[config.mk]
export PLATFORM = sky130hd
export DESIGN_NAME = tt_sweep_compare_flat
export DESIGN_NICKNAME = d
export VERILOG_FILES = /design/src/rtl/tt_sweep_compare_if.sv /design/src/rtl/tt_sweep_compare.sv /design/src/flat_wrapper.sv
export SDC_FILE = /design/constraint.sdc
export NUM_CORES = 1
export LEC_CHECK = 0
export CELL_PAD_IN_SITES_DETAIL_PLACEMENT = 1
export CELL_PAD_IN_SITES_GLOBAL_PLACEMENT = 1
export CORE_UTILIZATION = 25
export CTS_CLUSTER_SIZE = 25
export DETAILED_ROUTE_END_ITERATION = 8
export HOLD_SLACK_MARGIN = 0.1
export PLACE_DENSITY_LB_ADDON = 0.1
export SYNTH_ARGS = -nofsm -noshare
export SYNTH_HDL_FRONTEND = slang
export SYNTH_SLANG_ARGS = --single-unit
export TNS_END_PERCENT = 10
[constraint.sdc]
create_clock -name clk -period 4.8 [get_ports clk]
set_input_delay 0.72 -clock clk [delete_from_list [all_inputs] [get_ports clk]]
set_output_delay 0.72 -clock clk [all_outputs]
set_load 0.05 [all_outputs]
[src/rtl/tt_sweep_compare_if.sv]
// ----------------------------------------------------------------------------
// tt_sweep_compare_if
// Groups the request and result signals of the truth-table sweep checker.
//   N              : number of function inputs (tables are 2^N bits wide)
//   start/mode     : sweep request and check mode (0 = equal, 1 = complement)
//   tt_a/tt_b      : truth tables, bit m is the output at minterm m
//   x/fa/fb        : minterm under test and the two table bits at that minterm
//   busy/done      : scanning flag and one-cycle completion pulse
//   mismatch_count : failing minterms of the last sweep (N+1 bits, no wrap)
//   first_mismatch : lowest failing minterm, valid when first_valid is high
//   equal          : high when mismatch_count is zero
// master drives the request side, slave is the checker.
// ----------------------------------------------------------------------------
interface tt_sweep_compare_if #(
  parameter int N = 2
);
  logic                start;
  logic                mode;
  logic [(1<<N)-1:0]   tt_a;
  logic [(1<<N)-1:0]   tt_b;
  logic [N-1:0]        x;
  logic                fa;
  logic                fb;
  logic                busy;
  logic                done;
  logic [N:0]          mismatch_count;
  logic [N-1:0]        first_mismatch;
  logic                first_valid;
  logic                equal;

  modport master (
    output start, mode, tt_a, tt_b,
    input  x, fa, fb, busy, done, mismatch_count, first_mismatch,
           first_valid, equal
  );

  modport slave (
    input  start, mode, tt_a, tt_b,
    output x, fa, fb, busy, done, mismatch_count, first_mismatch,
           first_valid, equal
  );
endinterface

[src/rtl/tt_sweep_compare.sv]
// ----------------------------------------------------------------------------
// tt_sweep_compare
// Sequential equivalence checker for two N-input combinational functions
// given as truth tables. On an accepted start it latches both tables and the
// mode, walks every minterm once (one per clock), and accumulates the number
// of failing minterms plus the lowest failing one.
// Ports:
//   clk   : rising-edge clock
//   reset : synchronous active-high reset
//   bus   : tt_sweep_compare_if slave modport (request in, results out)
// ----------------------------------------------------------------------------
module tt_sweep_compare #(
  parameter int N = 2
) (
  input logic               clk,
  input logic               reset,
  tt_sweep_compare_if.slave bus
);

  localparam int W = 1 << N;

  typedef enum logic [1:0] {
    ST_IDLE = 2'd0,
    ST_SCAN = 2'd1,
    ST_DONE = 2'd2
  } state_e;

  state_e         state_q;
  logic [N-1:0]   x_q;
  logic [W-1:0]   tta_q;
  logic [W-1:0]   ttb_q;
  logic           mode_q;
  logic           busy_q;
  logic           done_q;
  logic [N:0]     cnt_q;
  logic [N-1:0]   first_q;
  logic           fvalid_q;

  logic           fa_s;
  logic           fb_s;
  logic           fail_s;
  logic           last_s;

  // Mode 0 fails on a difference; mode 1 fails when the bits agree.
  function automatic logic minterm_fail_f(input logic a, input logic b,
                                          input logic m);
    return a ^ b ^ m;
  endfunction

  assign fa_s   = tta_q[x_q];
  assign fb_s   = ttb_q[x_q];
  assign fail_s = minterm_fail_f(fa_s, fb_s, mode_q);
  assign last_s = (x_q == {N{1'b1}});

  // Sweep controller: state, minterm counter, latched request and results.
  always_ff @(posedge clk) begin
    if (reset) begin
      state_q  <= ST_IDLE;
      x_q      <= {N{1'b0}};
      tta_q    <= {W{1'b0}};
      ttb_q    <= {W{1'b0}};
      mode_q   <= 1'b0;
      busy_q   <= 1'b0;
      done_q   <= 1'b0;
      cnt_q    <= {(N+1){1'b0}};
      first_q  <= {N{1'b0}};
      fvalid_q <= 1'b0;
    end else begin
      case (state_q)
        ST_IDLE: begin
          done_q <= 1'b0;
          if (bus.start) begin
            tta_q    <= bus.tt_a;
            ttb_q    <= bus.tt_b;
            mode_q   <= bus.mode;
            x_q      <= {N{1'b0}};
            cnt_q    <= {(N+1){1'b0}};
            first_q  <= {N{1'b0}};
            fvalid_q <= 1'b0;
            busy_q   <= 1'b1;
            state_q  <= ST_SCAN;
          end else begin
            state_q  <= ST_IDLE;
          end
        end
        ST_SCAN: begin
          if (fail_s) begin
            // N+1 bits hold 2^N, so the count can never wrap.
            cnt_q <= cnt_q + (N+1)'(1'b1);
            if (!fvalid_q) begin
              first_q  <= x_q;
              fvalid_q <= 1'b1;
            end else begin
              fvalid_q <= 1'b1;
            end
          end else begin
            cnt_q <= cnt_q;
          end
          if (last_s) begin
            // x parks on the last minterm until the next accepted start.
            busy_q  <= 1'b0;
            done_q  <= 1'b1;
            state_q <= ST_DONE;
          end else begin
            x_q     <= x_q + N'(1'b1);
          end
        end
        ST_DONE: begin
          done_q  <= 1'b0;
          state_q <= ST_IDLE;
        end
        default: begin
          busy_q  <= 1'b0;
          done_q  <= 1'b0;
          state_q <= ST_IDLE;
        end
      endcase
    end
  end

  assign bus.x              = x_q;
  assign bus.fa             = fa_s;
  assign bus.fb             = fb_s;
  assign bus.busy           = busy_q;
  assign bus.done           = done_q;
  assign bus.mismatch_count = cnt_q;
  assign bus.first_mismatch = first_q;
  assign bus.first_valid    = fvalid_q;
  assign bus.equal          = (cnt_q == {(N+1){1'b0}});

endmodule

[src/flat_wrapper.sv]
// flat-port wrapper written by rule: the top's interface ports become plain ports
module tt_sweep_compare_flat 
#(
  parameter int N = 2
)
  (clk, reset, bus_start, bus_mode, bus_tt_a, bus_tt_b, bus_x, bus_fa, bus_fb, bus_busy, bus_done, bus_mismatch_count, bus_first_mismatch, bus_first_valid, bus_equal);
  tt_sweep_compare_if #(.N(N)) bus_i ();
  input logic clk;
  input logic reset;
  input wire logic [$bits(bus_i.start)-1:0] bus_start;
  input wire logic [$bits(bus_i.mode)-1:0] bus_mode;
  input wire logic [$bits(bus_i.tt_a)-1:0] bus_tt_a;
  input wire logic [$bits(bus_i.tt_b)-1:0] bus_tt_b;
  output wire logic [$bits(bus_i.x)-1:0] bus_x;
  output wire logic [$bits(bus_i.fa)-1:0] bus_fa;
  output wire logic [$bits(bus_i.fb)-1:0] bus_fb;
  output wire logic [$bits(bus_i.busy)-1:0] bus_busy;
  output wire logic [$bits(bus_i.done)-1:0] bus_done;
  output wire logic [$bits(bus_i.mismatch_count)-1:0] bus_mismatch_count;
  output wire logic [$bits(bus_i.first_mismatch)-1:0] bus_first_mismatch;
  output wire logic [$bits(bus_i.first_valid)-1:0] bus_first_valid;
  output wire logic [$bits(bus_i.equal)-1:0] bus_equal;
  assign bus_i.start = bus_start;
  assign bus_i.mode = bus_mode;
  assign bus_i.tt_a = bus_tt_a;
  assign bus_i.tt_b = bus_tt_b;
  assign bus_x = bus_i.x;
  assign bus_fa = bus_i.fa;
  assign bus_fb = bus_i.fb;
  assign bus_busy = bus_i.busy;
  assign bus_done = bus_i.done;
  assign bus_mismatch_count = bus_i.mismatch_count;
  assign bus_first_mismatch = bus_i.first_mismatch;
  assign bus_first_valid = bus_i.first_valid;
  assign bus_equal = bus_i.equal;
  tt_sweep_compare #(.N(N)) u_core (.clk(clk), .reset(reset), .bus(bus_i));
endmodule
==> impl_metrics.csv <==
group,metric,value,unit
synthesis,ys_ff_latch,21,
pwr,pwr-share-comb,20.5,%
synthesis,yosysWarnings,0,
worst_setup_path,r2r-end,"u_core.bus.first_mismatch[1]",
min_path,hp-start,"u_core.ttb_q[2]",
clock_tree,cts.sinks,21,
final_layout,multi_input_area,457,sq um
synthesis,synth_fp_nets,119,
pwr,p_seq_share,54.7,%
worst_setup_path,cp.required,4.08,ns
drt,dr_total_vias,800,
worst_setup_path,path_cells,"mux4_2 -> clkdlybuf4s50_1",
placement,place.gp.congestion,0.689,
clock_tree,cts_setup_buffers,0,
clock_tree,clk_pin_slew,0.12,ns
timing,drv_slew,0,
synthesis,ys_seq_area_share,46.0,%
global_route,first_global_vias,783,
placement,io_buffers,24,
timing,slew_headroom,44.9,%
synthesis,postSynthCellCount,104,
timing,period_share,59.2,%
floorplan,initial_core_util,26.8,%
clock_tree,clkLatencyLatePin,0.30,ns
timing,rsz0062_at_grt,"no",
worst_setup_path,critical_path_arrival,2.12,ns
worst_setup_path,cpMaxStageDelayCell,"clkdlybuf4s50_1",
global_route,grt_max_degree,22,
synthesis,syn_avg_cell_area,8.79,sq um
worst_setup_path,crit_path_end_kind,"output port",
pwr,powerDensity,283,mW/mm^2
min_path,hold_class,"flop to flop",
floorplan,die_h,62.5,um
clock_tree,ctsResizeCount,0,
floorplan,die_area,0.00390,sq mm
pwr,power,348,uW
pwr,p_leak,0.000443,uW
timing,setup_viol,0,
worst_setup_path,r2r_setup_slack,2.58,ns
drt,drc,0,
worst_setup_path,start_kind,"flop",
worst_setup_path,critPathKind,"flop to output port",
clock_tree,htree_num_levels,1,
final_layout,diodes,0,
worst_setup_path,cp_max_fo,7,
drt,postRouteAntennaNets,0,
final_layout,fill_cells,405,
placement,dp_hpwl,1600,um
pwr,p_switching,102,uW
timing,finClkSkew,0.00175,ns
drt,drt-wirelength-per-cell,12.8,um
floorplan,core_area,0.00342,sq mm
worst_setup_path,startpoint,"u_core.bus.x[1]",
floorplan,die_width,62.5,um
run,cap_violations,0,
clock_tree,tritoncts,"built",
final_layout,post-route-util,35.9,%
final_layout,layout_common_cells,"24 x clkdlybuf4s50_1, 21 x dfxtp_1, 19 x nand2_1",
worst_setup_path,max_stage_delay,0.73,ns
clock_tree,cts_root_buf,"clkbuf_4",
drt,viasPerCell,4.60,
worst_setup_path,reg2reg_from,"u_core.bus.x[1]",
worst_setup_path,r2r_cells,5,
clock_tree,ctsHoldBuffers,0,
timing,period_needed,2.84,ns
floorplan,io_pins,25,
final_layout,final_common_cell,"clkdlybuf4s50_1",
global_route,grt_pass1_wl,3760,um
global_route,gr-total-overflow,0,
drt,routed_wl,2230,um
global_route,antenna_found_initial,0,
run_status,status,"finished, final reports clean",
pwr,pwr-share-clk,24.8,%
pwr,ir_drop,0.000168,V
final_layout,final_nets,144,
drt,dr.pass1.iters,4,
synthesis,synth_area,915,sq um
timing,fmax,352,MHz
min_path,worstHoldEndpoint,"u_core.ttb_q[2]",
floorplan,rows,21,
pwr,p_sw_share,29.4,%
min_path,hold_depth,2,
clock_tree,clockBufferDepth,2,
drt,drtIter0Drc,36,
pwr,internal_power,246,uW
final_layout,register_area,420,sq um
clock_tree,cts_buffers,3,
final_layout,area_growth,34.2,%
timing,fin_tns_setup,0,ns
timing,hold_viol_final,0,
timing,holdWs,0.464,ns
final_layout,drive_above_1_share,7.03,%
global_route,grtUsageTotal,12.3,%
timing,tightest_slew,0.824,ns
synthesis,ys_types,26,
## state kept, by name (all words and copies together) (netlist names)
register,cells
u_core.bus.done,1
u_core.state_q,2
u_core.bus.first_mismatch,2
u_core.bus.first_valid,1
u_core.mode_q,1
u_core.bus.mismatch_count,3
u_core.bus.x,2
u_core.ttb_q,4
u_core.bus.busy,1
u_core.tta_q,4
## how the worst max path moves through the flow
stage | cells after the start | to
after floorplan | 5 | u_core.bus.first_mismatch[0]
final | 2 | bus_fb
after global routing | 2 | bus_fb
after CTS | 2 | bus_fb
after detailed placement | 2 | bus_fb
after global placement | 2 | bus_fb
## Yosys cell counts
master / n / area [sq um]
dfxtp_1: 21 / 420
nand2_1: 19 / 71.3
a21oi_1: 14 / 70.1
nor2_1: 10 / 37.5
clkbuf_1: 5 / 18.8
inv_1: 5 / 18.8
a22o_1: 3 / 26.3
ha_1: 3 / 37.5
nor3_1: 3 / 15.0
a22oi_1: 2 / 15.0
mux2i_1: 2 / 20.0
mux4_2: 2 / 45.0
nand2b_1: 2 / 12.5
and3_1: 1 / 6.26
mux2_2: 1 / 11.3
mux2i_2: 1 / 13.8
nand3_1: 1 / 5.00
nand3b_1: 1 / 7.51
nor2b_1: 1 / 6.26
nor3b_1: 1 / 7.51
nor4_1: 1 / 6.26
o211ai_1: 1 / 7.51
o21a_1: 1 / 7.51
o21ai_0: 1 / 5.00
or3_1: 1 / 6.26
xnor2_2: 1 / 16.3
## routing by layer
metal / track usage (%) / vias to the layer above / routed length [um]
met5: 0 / - / 0
met1: 15.4 / 383 / 1090
met3: 4.20 / 2 / 82
met4: 1.74 / 0 / 17
met2: 20.7 / 15 / 1040
li1: - / 400 / -
## power by group through the flow
| stage | sequential [uW] | clock [uW] | combinational [uW] |
|---|---|---|---|
| 2_1_floorplan | 202 | 0 | 37.0 |
| 3_3_place_gp | 194 | 0 | 71.9 |
| 3_5_place_dp | 194 | 0 | 72.6 |
| 4_1_cts | 190 | 92.6 | 72.9 |
| 5_1_grt | 192 | 101 | 78.1 |
| 6_report | 190 | 86.3 | 71.4 |
## stage by stage
| stage | std cells | area [sq um] | worst slack [ns] |
|---|---|---|---|
| 3_3_place_gp | 170 | 1200 | 2.30 |
| 2_1_floorplan | 104 | 915 | 2.28 |
| 5_1_grt | 174 | 1230 | 1.83 |
| 6_report | 174 | 1230 | 1.96 |
| 4_1_cts | 174 | 1230 | 1.92 |
| 3_5_place_dp | 170 | 1200 | 2.29 |
## kinds of logic after synthesis
logic type / count (synthesis) / synth area share (%)
buf+inv: 10 / 4.10
flops: 21 / 46.0
fa+ha+maj: 3 / 4.10
simple gates: 41 / 19.8
compound gates: 22 / 14.4
xor+xnor: 1 / 1.78
mux: 6 / 9.85
## layout make-up
type	instances	area share, %
Clock buffer	4	2.14
Inverter	5	1.53
Multi-Input combinational cell	73	37.2
Sequential cell	21	34.3
Tap cell	46	4.69
Timing Repair Buffer	25	20.2
## critical path, delay by kind of cell (launching register included)
family	cells	cell delay [ns]
buffers and inverters	1	0.73
flip-flops	1	0.50
multiplexers	1	0.59
Note: power is estimated with default switching activity, not from simulation.
